[src/rtl/mux7_pkg.sv]
// Shared constants, state type and select-stepping helper for the mux7 scan sequencer.
package mux7_pkg;

    localparam int NUM_IN   = 7;
    localparam int SEL_W    = 3;
    localparam int LAST_IDX = 6;

    typedef enum logic [0:0] {
        IDLE  = 1'b0,
        SHIFT = 1'b1
    } scan_state_t;

    // Next mux select in scan order; callers never step past the end legs,
    // so the tied-off leg 7 is unreachable.
    function automatic logic [SEL_W-1:0] next_sel(input logic [SEL_W-1:0] sel,
                                                  input logic             msb_first);
        return msb_first ? (sel - 3'd1) : (sel + 3'd1);
    endfunction

endpackage

[src/rtl/mux7_step_div.sv]
// Bit-period divider: counts cycles while enabled and flags the last cycle of each bit.
module mux7_step_div #(
    parameter int STEP_DIV = 1
) (
    input  logic clk,
    input  logic rst_n,
    input  logic clr,
    input  logic en,
    output logic tc
);

    localparam logic [3:0] TC_VAL = 4'(STEP_DIV - 1);

    logic [3:0] cnt;

    assign tc = en && (cnt == TC_VAL);

    // Divider count: restart on a new word, wrap at the terminal count.
    always_ff @(posedge clk or negedge rst_n) begin
        if (!rst_n) begin
            cnt <= '0;
        end else if (clr || tc) begin
            cnt <= '0;
        end else if (en) begin
            cnt <= cnt + 4'd1;
        end
    end

endmodule

[src/rtl/mux7_scan_seq.sv]
// Serialises a 7-bit word by stepping an external 7:1 mux select and registering its output.
module mux7_scan_seq
    import mux7_pkg::*;
#(
    parameter int STEP_DIV  = 1,
    parameter bit MSB_FIRST = 1'b0
) (
    input  logic              clk,
    input  logic              rst_n,
    input  logic [NUM_IN-1:0] in_data,
    input  logic              in_valid,
    output logic              in_ready,
    output logic [NUM_IN-1:0] mux_i,
    output logic [SEL_W-1:0]  mux_s,
    input  logic              mux_o,
    output logic              ser_bit,
    output logic              ser_valid,
    output logic              ser_last,
    output logic              busy
);

    localparam logic [SEL_W-1:0] SEL_START = MSB_FIRST ? SEL_W'(LAST_IDX) : '0;
    localparam logic [SEL_W-1:0] IDX_LAST  = SEL_W'(LAST_IDX);

    scan_state_t      state;
    scan_state_t      state_d;
    logic [SEL_W-1:0] idx;
    logic             tc;
    logic             step;
    logic             final_step;
    logic             accept;

    mux7_step_div #(
        .STEP_DIV(STEP_DIV)
    ) u_step_div (
        .clk  (clk),
        .rst_n(rst_n),
        .clr  (accept),
        .en   (state == SHIFT),
        .tc   (tc)
    );

    // A bit is taken on the last cycle of its period; the seventh such step
    // is where a following word may be accepted without a gap.
    assign step       = (state == SHIFT) && tc;
    assign final_step = step && (idx == IDX_LAST);
    assign in_ready   = (state == IDLE) || final_step;
    assign accept     = in_valid && in_ready;
    assign busy       = (state == SHIFT);

    // State register.
    always_ff @(posedge clk or negedge rst_n) begin
        if (!rst_n) begin
            state <= IDLE;
        end else begin
            state <= state_d;
        end
    end

    // Next state: leave SHIFT after the last bit unless a word is reloaded.
    always_comb begin
        state_d = state;
        case (state)
            IDLE: begin
                if (accept) begin
                    state_d = SHIFT;
                end
            end
            SHIFT: begin
                if (final_step && !accept) begin
                    state_d = IDLE;
                end
            end
            default: state_d = IDLE;
        endcase
    end

    // Word hold, select stepping and serial output registers.
    always_ff @(posedge clk or negedge rst_n) begin
        if (!rst_n) begin
            mux_i     <= '0;
            mux_s     <= '0;
            idx       <= '0;
            ser_bit   <= 1'b0;
            ser_valid <= 1'b0;
            ser_last  <= 1'b0;
        end else begin
            ser_valid <= 1'b0;
            ser_last  <= 1'b0;
            if (step) begin
                ser_bit   <= mux_o;
                ser_valid <= 1'b1;
                ser_last  <= (idx == IDX_LAST);
                // The select parks on its last leg rather than stepping past it.
                if (!final_step) begin
                    mux_s <= next_sel(mux_s, MSB_FIRST);
                    idx   <= idx + 3'd1;
                end
            end
            if (accept) begin
                mux_i <= in_data;
                mux_s <= SEL_START;
                idx   <= '0;
            end
        end
    end

endmodule

[config.mk]
export PLATFORM = sky130hd
export DESIGN_NAME = mux7_scan_seq
export DESIGN_NICKNAME = d
export VERILOG_FILES = /design/src/rtl/mux7_pkg.sv /design/src/rtl/mux7_step_div.sv /design/src/rtl/mux7_scan_seq.sv
export SDC_FILE = /design/constraint.sdc
export NUM_CORES = 1
export LEC_CHECK = 0
export CORE_UTILIZATION = 45
export DETAILED_ROUTE_END_ITERATION = 10
export HOLD_SLACK_MARGIN = 0.08
export MAX_ROUTING_LAYER = met4
export PLACE_DENSITY = 0.79
export SYNTH_ARGS = -nofsm -noshare
export SYNTH_HDL_FRONTEND = slang
export SYNTH_SLANG_ARGS = --single-unit
export TNS_END_PERCENT = 100
[constraint.sdc]
create_clock -name clk -period 1.65 [get_ports clk]
set_input_delay 0.165 -clock clk [delete_from_list [all_inputs] [get_ports clk]]
set_output_delay 0.165 -clock clk [all_outputs]
set_load 0.005 [all_outputs]
==> results.md <==
Status:
- The run finished, with violations left.
- The checks that failed: negative setup slack.

Placed design:
- The weighted congestion at the end of routability-driven global placement is 0.806.
- The count of buffers added on input and output ports is 25.
- The wire-length estimate of the detail-placed layout is 1810 um.

Global routing:
- The via count of the first global-routing pass was 946.
- Entering global routing, the biggest net connects 22 pins.
- The first-pass GRT wire length is 4170 um.
- The number of antenna violations at the first check in global routing is 0.
- The total overflow left after global routing is 0.
- Across every metal layer, demand over resource in global routing totals 0.224.

Finish:
- In the final layout, the share of cells above drive strength 1 is 0.298.
- The final net count is 168.
- The multi-input logic area is 512 um^2.
- The library cells used most frequently in the layout, excluding fill and tap cells, are 24 x clkdlybuf4s50_1, 22 x buf_4, 20 x dfrtp_1.
- The most common cell after layout, fill and taps aside is clkdlybuf4s50_1.
- Compared with the post-synthesis result, the final layout area differs by 44.6%.
- The count of antenna diodes in the layout is 0.
- The number of fillers in the final layout is 166.
- In the final layout, flip-flops and latches occupy 527 um^2.

STA:
- Headroom to the max-slew limit came out at 0.791.
- In the finished design, the share of the clock period the worst path needs comes to 1.10.
- Setup repair after global routing could not meet its margin everywhere.
- The shortest clock period the worst path allows after layout is 1.82 ns.
- Setup violations remaining at the end of the flow were counted as 2.
- The count of pins over their slew limit is 0.
- The final worst slack is -0.168 ns.
- The count of endpoints failing hold in the final timing report is 0.
- At the pin with the least slew margin, the transition time is 0.314 ns.
- The tightest hold path in the finished design has a slack of 0.193 ns.
- The top achievable clock speed is 550 MHz.
- For the final database, setup skew stands at 0.00188 ns.

Worst setup path:
- The critical register-to-register path startpoint is u_step_div.cnt[1].
- The endpoint kind of the worst setup timing path is a primary output.
- The cell count of the worst reg-to-reg path is 6.
- The worst endpoint required time is 1.48 ns.
- The worst setup path is of the flip-flop to primary output kind.
- The data arrival time of the critical path is 1.65 ns.
- The terminus of the critical flop-to-flop path is mux_i[4].
- The launching element type of the critical path is a flip-flop.
- The critical path starts at u_step_div.cnt[1].
- The peak fanout along the critical path is 2.
- The minimum setup slack among reg-to-reg paths is -0.05 ns.

Detailed routing:
- The first detailed-routing pass took 4 iterations.
- In this run, the number of DRC markers left after iteration 0 of detailed routing was 15.
- The post-detailed-route count of antenna-violating nets is 0.
- The total via count in the routed design is 950.
- After detailed routing, the number of vias per cell comes to 5.31.
- For this block, the routed nets add up to 2580 um of wire.
- The number of DRC violations after detailed routing is 0.
- In the final routed layout, each cell accounts on average for 14.4 um.

Yosys:
- The post-synthesis sequential area ratio is 0.489.
- The number of warnings issued by yosys is 0.
- The average instance in the mapped netlist occupies 10.1 um^2.
- The number of flip-flops and latches in the synthesized netlist is 21.
- The total nets after synthesis is 122.
- The cell area that synthesis handed to floorplanning was 1070 um^2.
- The distinct cell type count of the synthesized netlist is 38.
- Synthesis handed over a netlist of 106 instances.

Die:
- The initial utilization of the core area, before any placement, comes to 0.481.
- The die covers 2590 um^2.
- From bottom edge to top edge, the die measures 50.9 um.
- The core region is 2230 um^2.
- The number of rows in the core area is 17.
- The die is 50.9 um wide.
- 26 I/O pins were placed.

Flow run:
- The number of max-cap violations is 0.

Clock tree:
- The clock transition at the registers of the reported paths is 0.11 ns.
- In this run the number of H-tree levels came out at 1.
- TritonCTS built the clock tree.
- In this run the clock root is driven by a clkbuf_4.
- The latest clock arrival within the worst-skew pair is 0.29 ns.
- The number of CTS-inserted buffers is 3.
- The TritonCTS sink count is 21.
- The total of hold buffers inserted after clock tree synthesis is 0.
- The largest buffer count on any clock path is 2.

Pwr:
- The switching power is 1.05 mW.
- The share of total power in the clock network is 0.083.
- The cell internal power dissipation is 1.82 mW.
- The combinational fraction of design power is 0.606.
- The total power is 2.86 mW.
- Of the total power, registers draw 0.311.
- The total power divided by cell area is 1840 nW/um^2.
- In this run the static leakage power is 0.719 nW.
- The worst ir drop on vdd is 1.45 mV.
- Of the total power, the share spent switching nets is 0.366.

Hold path:
- The classification of the worst-slack hold path is primary input to async pin.
routing by layer:
layer  vias up  global-route usage  routed length, um
met4         0              0.0694                 33
li1        461                   -                  -
met5         -                   -                  0
met2        12               0.364               1390
met3         4              0.0387                 58
met1       473               0.286               1100
kinds of logic after synthesis:
kind of cell / after synthesis / share of synthesized area
AOI/OAI and AO/OA: 26 / 0.171
adders and majority gates: 5 / 0.0582
buffers and inverters: 14 / 0.0850
DFF: 21 / 0.489
muxes: 2 / 0.0198
and+or+nand+nor: 38 / 0.177
worst max-delay path, cell delays in order (launching register included):
cell	delay (ns)
dfrtp_1	0.41
inv_2	0.05
ha_2	0.16
or3b_4	0.39
o21a_4	0.22
clkinv_4	0.04
buf_6	0.08
layout make-up:
cell class / count / area share
Tap cell: 28 / 0.0225
Multi-Input combinational cell: 71 / 0.329
Clock buffer: 4 / 0.0169
Inverter: 8 / 0.0242
Timing Repair Buffer: 47 / 0.268
Sequential cell: 21 / 0.339
sequential cells by signal (all words and copies together) (netlist names):
name	flops
mux_i	7
u_step_div.cnt	4
idx	3
mux_s	3
busy	1
ser_bit	1
ser_last	1
ser_valid	1
through the flow:
step	TNS (ns)	area, um^2	util	worst slack (ns)	cells
6_report	-0.215	1550	0.696	-0.168	179
3_3_place_gp	-0.198	1430	0.639	-0.198	170
2_1_floorplan	0	1070	-	0.135	106
3_5_place_dp	-0.209	1430	0.639	-0.209	170
5_1_grt	-0.433	1550	0.696	-0.215	179
4_1_cts	-0.154	1480	0.663	-0.154	175
Yosys cell counts (all sizes together):
| cell | count | area, um^2 |
|---|---|---|
| nand3 | 3 | 15.0 |
| a2bb2oi | 1 | 8.76 |
| a22o | 1 | 8.76 |
| nand3b | 1 | 7.51 |
| o21a | 1 | 8.76 |
| a22oi | 3 | 27.5 |
| clkbuf | 3 | 32.5 |
| and2 | 1 | 6.26 |
| or3b | 1 | 8.76 |
| nor3 | 2 | 15.0 |
| o21ai | 4 | 20.0 |
| a21oi | 5 | 28.8 |
| dfrtp | 21 | 526 |
| nand4bb | 1 | 11.3 |
| or3 | 1 | 6.26 |
| and4 | 1 | 8.76 |
| mux2 | 1 | 11.3 |
| mux2i | 1 | 10.0 |
| o211a | 1 | 10.0 |
| a311oi | 1 | 8.76 |
| nand2 | 18 | 67.6 |
| nor2b | 1 | 6.26 |
| buf | 3 | 27.5 |
| a211oi | 1 | 12.5 |
| nand2b | 2 | 12.5 |
| a31oi | 1 | 6.26 |
| nor2 | 5 | 18.8 |
| clkinv | 1 | 5.00 |
| nand4 | 1 | 6.26 |
| inv | 7 | 26.3 |
| o22ai | 7 | 43.8 |
| ha | 5 | 62.6 |
power by group through the flow:
| stage | logic [mW] | clock network, mW | registers, mW |
|---|---|---|---|
| 2_1_floorplan | 0.797 | 0 | 0.902 |
| 3_3_place_gp | 1.41 | 0 | 0.878 |
| 3_5_place_dp | 1.47 | 0 | 0.895 |
| 4_1_cts | 1.55 | 0.251 | 0.887 |
| 5_1_grt | 1.90 | 0.269 | 0.916 |
| 6_report | 1.73 | 0.238 | 0.890 |
worst max path at each step:
stage | end | slack, ns
6_report | in_ready | -0.17
5_1_grt | in_ready | -0.21
4_1_cts | in_ready | -0.15
3_5_place_dp | in_ready | -0.21
3_3_place_gp | in_ready | -0.20
2_1_floorplan | mux_s[1] | 0.13
timing repair:
action                                  4_1_cts  5_1_grt
endpoints found under the setup margin        1       14
buffers inserted                              1        4
pin swaps                                     2        0
gates resized for setup                      10       10
Note: power is estimated with default switching activity, not from simulation.
